### src/rtl/store_buffer_if.sv
// Bundles the buffer's pipeline-side and RAM-side signals.
// The slave modport is the store buffer; master is the surrounding pipeline and RAM.
interface store_buffer_if #(
   parameter int unsigned MEM_WIDTH = 32,
   parameter int unsigned MEM_SIZE  = 256
);
   localparam int unsigned AW = $clog2(MEM_SIZE);

   // pipeline side
   logic [AW-1:0]        mem_addr;
   logic                 mem_read_en;
   logic                 mem_write_en;
   logic [MEM_WIDTH-1:0] mem_write_val;
   logic [MEM_WIDTH-1:0] mem_read_val;
   logic                 stall;
   logic                 flush;
   logic                 empty;

   // RAM side
   logic [AW-1:0]        ram_addr;
   logic                 ram_read_en;
   logic                 ram_write_en;
   logic [MEM_WIDTH-1:0] ram_write_val;
   logic [MEM_WIDTH-1:0] ram_read_val;
   logic                 ram_ready;

   modport slave (
      input  mem_addr, mem_read_en, mem_write_en, mem_write_val, flush,
      input  ram_read_val, ram_ready,
      output mem_read_val, stall, empty,
      output ram_addr, ram_read_en, ram_write_en, ram_write_val
   );

   modport master (
      output mem_addr, mem_read_en, mem_write_en, mem_write_val, flush,
      output ram_read_val, ram_ready,
      input  mem_read_val, stall, empty,
      input  ram_addr, ram_read_en, ram_write_en, ram_write_val
   );
endinterface

### src/rtl/store_buffer.sv
// Store buffer between the memory stage and the data RAM.
// Buffers writes in a FIFO, forwards reads from the youngest matching entry,
// and drains to the RAM whenever a read does not need the RAM port.
module store_buffer #(
   parameter int unsigned MEM_WIDTH = 32,
   parameter int unsigned MEM_SIZE  = 256,
   parameter int unsigned DEPTH     = 4
) (
   input  logic              clk,
   input  logic              rst_n,
   store_buffer_if.slave     bus
);
   localparam int unsigned AW = $clog2(MEM_SIZE);
   localparam int unsigned PW = $clog2(DEPTH);
   localparam int unsigned CW = PW + 1;

   logic [AW-1:0]        r_addr  [DEPTH];
   logic [MEM_WIDTH-1:0] r_data  [DEPTH];
   logic [DEPTH-1:0]     r_valid;
   logic [PW-1:0]        r_head;
   logic [PW-1:0]        r_tail;
   logic [CW-1:0]        r_count;

   logic                 w_hit;
   logic [MEM_WIDTH-1:0] w_hit_data;
   logic                 w_empty;
   logic                 w_full;
   logic                 w_rd_hit;
   logic                 w_rd_miss;
   logic                 w_accept;
   logic                 w_drain;

   // Youngest-match search: walk oldest to youngest so the last match wins.
   always_comb begin
      logic [PW-1:0] idx;
      w_hit      = 1'b0;
      w_hit_data = '0;
      idx        = '0;
      for (int i = 0; i < DEPTH; i++) begin
         idx = r_head + PW'(i);
         if (r_valid[idx] && (r_addr[idx] == bus.mem_addr)) begin
            w_hit      = 1'b1;
            w_hit_data = r_data[idx];
         end
      end
   end

   // Accept, drain and RAM port arbitration; rst_n gates the read path during reset.
   always_comb begin
      w_empty   = (r_count == '0);
      w_full    = (r_count == CW'(DEPTH));
      w_rd_hit  = rst_n & bus.mem_read_en & w_hit;
      w_rd_miss = rst_n & bus.mem_read_en & ~w_hit;
      w_accept  = rst_n & bus.mem_write_en & ~w_full & ~bus.flush;
      w_drain   = rst_n & ~w_empty & bus.ram_ready & ~w_rd_miss;

      bus.stall        = rst_n & bus.mem_write_en & (w_full | bus.flush);
      bus.empty        = w_empty;
      bus.ram_read_en  = w_rd_miss;
      bus.ram_write_en = w_drain;

      bus.mem_read_val = '0;
      if (w_rd_hit)
         bus.mem_read_val = w_hit_data;
      else if (w_rd_miss)
         bus.mem_read_val = bus.ram_read_val;

      bus.ram_addr = '0;
      if (w_rd_miss)
         bus.ram_addr = bus.mem_addr;
      else if (w_drain)
         bus.ram_addr = r_addr[r_head];

      bus.ram_write_val = w_drain ? r_data[r_head] : '0;
   end

   // FIFO storage, pointers and occupancy.
   always_ff @(posedge clk or negedge rst_n) begin
      if (!rst_n) begin
         r_head  <= '0;
         r_tail  <= '0;
         r_count <= '0;
         r_valid <= '0;
         for (int i = 0; i < DEPTH; i++) begin
            r_addr[i] <= '0;
            r_data[i] <= '0;
         end
      end else begin
         if (w_accept) begin
            r_addr[r_tail]  <= bus.mem_addr;
            r_data[r_tail]  <= bus.mem_write_val;
            r_valid[r_tail] <= 1'b1;
            r_tail          <= r_tail + PW'(1);
         end
         if (w_drain) begin
            r_valid[r_head] <= 1'b0;
            r_head          <= r_head + PW'(1);
         end
         r_count <= r_count + CW'(w_accept) - CW'(w_drain);
      end
   end
endmodule

### src/flat_wrapper.sv
// flat-port wrapper written by rule: the top's interface ports become plain ports
module store_buffer_flat 
#(
   parameter int unsigned MEM_WIDTH = 32,
   parameter int unsigned MEM_SIZE  = 256,
   parameter int unsigned DEPTH     = 4
)
  (clk, rst_n, bus_mem_addr, bus_mem_read_en, bus_mem_write_en, bus_mem_write_val, bus_flush, bus_ram_read_val, bus_ram_ready, bus_mem_read_val, bus_stall, bus_empty, bus_ram_addr, bus_ram_read_en, bus_ram_write_en, bus_ram_write_val);
  store_buffer_if #(.MEM_WIDTH(MEM_WIDTH), .MEM_SIZE(MEM_SIZE)) bus_i ();
  input  logic clk;
  input  logic rst_n;
  input wire logic [$bits(bus_i.mem_addr)-1:0] bus_mem_addr;
  input wire logic [$bits(bus_i.mem_read_en)-1:0] bus_mem_read_en;
  input wire logic [$bits(bus_i.mem_write_en)-1:0] bus_mem_write_en;
  input wire logic [$bits(bus_i.mem_write_val)-1:0] bus_mem_write_val;
  input wire logic [$bits(bus_i.flush)-1:0] bus_flush;
  input wire logic [$bits(bus_i.ram_read_val)-1:0] bus_ram_read_val;
  input wire logic [$bits(bus_i.ram_ready)-1:0] bus_ram_ready;
  output wire logic [$bits(bus_i.mem_read_val)-1:0] bus_mem_read_val;
  output wire logic [$bits(bus_i.stall)-1:0] bus_stall;
  output wire logic [$bits(bus_i.empty)-1:0] bus_empty;
  output wire logic [$bits(bus_i.ram_addr)-1:0] bus_ram_addr;
  output wire logic [$bits(bus_i.ram_read_en)-1:0] bus_ram_read_en;
  output wire logic [$bits(bus_i.ram_write_en)-1:0] bus_ram_write_en;
  output wire logic [$bits(bus_i.ram_write_val)-1:0] bus_ram_write_val;
  assign bus_i.mem_addr = bus_mem_addr;
  assign bus_i.mem_read_en = bus_mem_read_en;
  assign bus_i.mem_write_en = bus_mem_write_en;
  assign bus_i.mem_write_val = bus_mem_write_val;
  assign bus_i.flush = bus_flush;
  assign bus_i.ram_read_val = bus_ram_read_val;
  assign bus_i.ram_ready = bus_ram_ready;
  assign bus_mem_read_val = bus_i.mem_read_val;
  assign bus_stall = bus_i.stall;
  assign bus_empty = bus_i.empty;
  assign bus_ram_addr = bus_i.ram_addr;
  assign bus_ram_read_en = bus_i.ram_read_en;
  assign bus_ram_write_en = bus_i.ram_write_en;
  assign bus_ram_write_val = bus_i.ram_write_val;
  store_buffer #(.MEM_WIDTH(MEM_WIDTH), .MEM_SIZE(MEM_SIZE), .DEPTH(DEPTH)) u_core (.clk(clk), .rst_n(rst_n), .bus(bus_i));
endmodule
### config.mk
export PLATFORM = sky130hd
export DESIGN_NAME = store_buffer_flat
export DESIGN_NICKNAME = d
export VERILOG_FILES = /design/src/rtl/store_buffer_if.sv /design/src/rtl/store_buffer.sv /design/src/flat_wrapper.sv
export SDC_FILE = /design/constraint.sdc
export NUM_CORES = 1
export LEC_CHECK = 0
export CAP_MARGIN = 20
export CORE_MARGIN = 10
export CORE_UTILIZATION = 25
export CTS_BUF_LIST = sky130_fd_sc_hd__clkbuf_2
export DETAILED_ROUTE_END_ITERATION = 12
export GPL_TIMING_DRIVEN = 0
export PLACE_DENSITY_LB_ADDON = 0.08
export SLEW_MARGIN = 20
export SYNTH_ARGS = -nofsm -noshare
export SYNTH_HDL_FRONTEND = slang
export SYNTH_SLANG_ARGS = --single-unit
### constraint.sdc
create_clock -name clk -period 5.03 [get_ports clk]
set_input_delay 1.006 -clock clk [delete_from_list [all_inputs] [get_ports clk]]
set_output_delay 1.006 -clock clk [all_outputs]
set_load 0.005 [all_outputs]
==> impl_metrics.ini <==
[clock_network]
cts_made_buffers = 17
clock_latency_ns = 1.09
cts.sinks = 171
cts_tree = built
htreeDepth = 4
cts_root_buf = clkbuf_2
path_clk_slew_ns = 0.32
clk_path_buf_depth = 2

[routing]
drt_iter0_markers = 933
drc = 0
ant_nets = 0
totalWireLength_um = 58050
wl_per_cell_um = 28.58
viasPerCell = 5.476
vias = 11120
firstDrtPassIters = 5

[sta]
tightest_slew_ns = 1.200
finalClockSkew_ns = 0.06398
fin_tns_setup_ns = -62.31
slew_viol_final = 0
fmaxAchievable_mhz = 164.4
setup_violations = 74
rsz0062_at_grt = yes
fin_crit_ns = 6.082
hold_viol_final = 0
post-route-period-util_pct = 120.9
fin_hold_ws_ns = 0.4571
setup_ws_ns = -1.052
slew_headroom_pct = 20.02

[finish]
layout-drive-gt1-share_pct = 54.90
nNetsFinal = 1413
fillers = 5264
finalNonFillerCells = 2031
stdcell_area_um2 = 18390
area_growth_pct = 37.68
ff_latch_area_um2 = 4280
multi_input_area_um2 = 9288

[placement]
gp_congestion = 0.8176
hpwl_um = 39500
dp_slack_ns = -3.157
portBuffers = 145
dpl_cell_area_um2 = 15740
place_inst = 1892

[yosys]
yosysMostFrequentCell = dfrtp_1
ys.warnings.count = 0
synth_top_flop_cell = dfrtp_1
synth-edff-count = 0
mappedNetlistArea_um2 = 13360
synth.avg_cell_area_um2 = 12.64
async_reset_ff_share_pct = 100.0
ys_seq_area_share_pct = 32.04
ys_types = 49
synth_top_cell_by_area = dfrtp_1
synth_nets = 1145
ys_top_cells_by_area = dfrtp_1 32%, mux4_2 25%, mux2_2 14%, xnor2_1 3.0%, mux2i_1 2.2%
yosys.area.top_type_share_pct = 32.04
ys_ff_latch = 171
synthTopCellsByCount = 171 x dfrtp_1, 164 x mux2_2, 151 x mux4_2
netlist_instances = 1057

[die]
num_rows = 84
die_w_um = 251.1
core_area_um2 = 52760
die_area_um2 = 63070
initial_core_util_pct = 25.31
die_h_um = 251.1
pin_count = 154

[setup_path]
required_ns = 4.02
end_kind = output pin
crit_path_frequent_cell = buf_12
worst-setup-path-type = register to output pin
cp_max_fo = 6
cp_cell_sequence = buf_12 -> buf_12 -> buf_12 -> clkinv_8 -> ha_4 -> buf_12 -> buf_12 -> buf_6 -> mux4_2 -> xnor2_2 -> o211ai_1 -> buf_4 -> buf_6 -> buf_8 -> o32a_1 -> a211o_1 -> a311oi_2 -> buf_2
critPathLaunchType = register
crit_path_top_delay_cell = dfrtp_2
arrival_ns = 5.08
reg2reg_slack_ns = 0.21
slowest_delay_ns = 0.53

[outcome]
outcome = finished, violations left
violations = negative setup slack

[global_route]
grt_usage_pct = 18.30
grt_pass1_vias = 11480
grt_pass1_wl_um = 84560
antenna_found_initial = 3
overflow = 0
grt_max_degree = 78

[flow_run]
maxCapViolCount = 0

[pwr]
p_per_area_nw_per_um2 = 659.3
p_leak_uw = 0.007105
ir_drop_mv = 0.3424

[hold_path]
hold_path_class = input port to register
[timing repair]
item | 4_1_cts | 5_1_grt
setup buffers | 72 | 27
pin swaps | 63 | 48
hold buffers | 2 | 0
endpoints found under the setup margin | 83 | 76
endpoints found under the hold margin | 34 | 0
cloned | 8 | 4
gates resized for setup | 618 | 84
[flip-flops by register name (all words and copies together), names as in the netlist]
| name | count |
|---|---|
| u_core.r_addr | 32 |
| u_core.r_count | 3 |
| u_core.r_data | 128 |
| u_core.r_head | 2 |
| u_core.r_tail | 2 |
| u_core.r_valid | 4 |
[cells by family (layout without fill, tap and decap cells)]
family | Yosys count | after routing | synth area share [%]
AOI/OAI and AO/OA | 178 | 178 | 11.46
xor gates and xnor gates | 46 | 46 | 3.017
adders and majority gates | 10 | 10 | 0.9931
buffers and inverters | 154 | 434 | 5.125
DFF | 171 | 171 | 32.04
muxes | 347 | 347 | 41.71
other | 0 | 6 | 0
and+or+nand+nor | 151 | 151 | 5.659
[routing by layer]
metal	vias up	GRT usage, %	wire [um]
met5	-	0	0
met1	5978	24.94	26730
met4	0	4.657	891
met3	41	4.798	3565
li1	4722	-	-
met2	381	28.30	26870
[final cells by class]
type	count	area share, %
Multi-Input combinational cell	732	50.51
Sequential cell	171	23.28
Timing Repair Buffer	256	13.66
Buffer	115	5.866
Tap cell	688	4.682
Inverter	32	0.7893
Clock inverter	14	0.6669
Clock buffer	17	0.4627
Antenna cell	6	0.08166
[final timing paths]
check / start / endpoint / cells after the start
max: u_core.r_head[1] / bus_mem_read_val[5] / 18
min in group asynchronous: rst_n / u_core.r_valid[1] / 3
max reg2reg: u_core.r_head[1] / u_core.r_count[2] / 26
min reg2reg: u_core.r_data[18] / u_core.r_data[18] / 1
max in group asynchronous: rst_n / u_core.r_data[120] / 4
min: bus_mem_addr[5] / u_core.r_addr[21] / 2
[cells in the final DEF, fill, tap and decap left out, drive strengths merged, types with 9 or more instances in the layout]
| cell | instances |
|---|---|
| mux4 | 151 |
| buf | 237 |
| o211a | 12 |
| nor2b | 33 |
| a311oi | 11 |
| inv | 34 |
| o211ai | 21 |
| dfrtp | 171 |
| mux2 | 166 |
| a211o | 21 |
| o31ai | 21 |
| o32a | 20 |
| o32ai | 14 |
| clkinv | 9 |
| o221ai | 12 |
| nand2 | 58 |
| a22oi | 12 |
| nor3 | 35 |
| xnor2 | 46 |
| clkdlybuf4s50 | 70 |
| a31oi | 9 |
| clkbuf | 80 |
| ha | 9 |
| a21oi | 13 |
| mux2i | 30 |
[report_power, final]
group / switching, uW / internal (uW)
sequential: 871 / 2050
clock: 582 / 181
combinational: 3790 / 4660
[critical path: cells and delay by family, from the launching register on]
family	cells	cell delay (ns)
adder cells (fa/ha/maj)	1	0.27
multiplexers	1	0.51
XOR/XNOR	1	0.23
buffers and inverters	11	1.37
flip-flops	1	0.53
AO/OA/AOI/OAI	4	1.05
[through the flow]
step / utilization, % / total power (uW)
final: 34.85 / 12120
after global routing: 34.85 / 12840
after CTS: 33.74 / 11830
after detailed placement: 29.84 / 9810
after global placement: 29.72 / 9782
after floorplan: - / 7669
No activity file was read; power rests on OpenSTA's default activity.
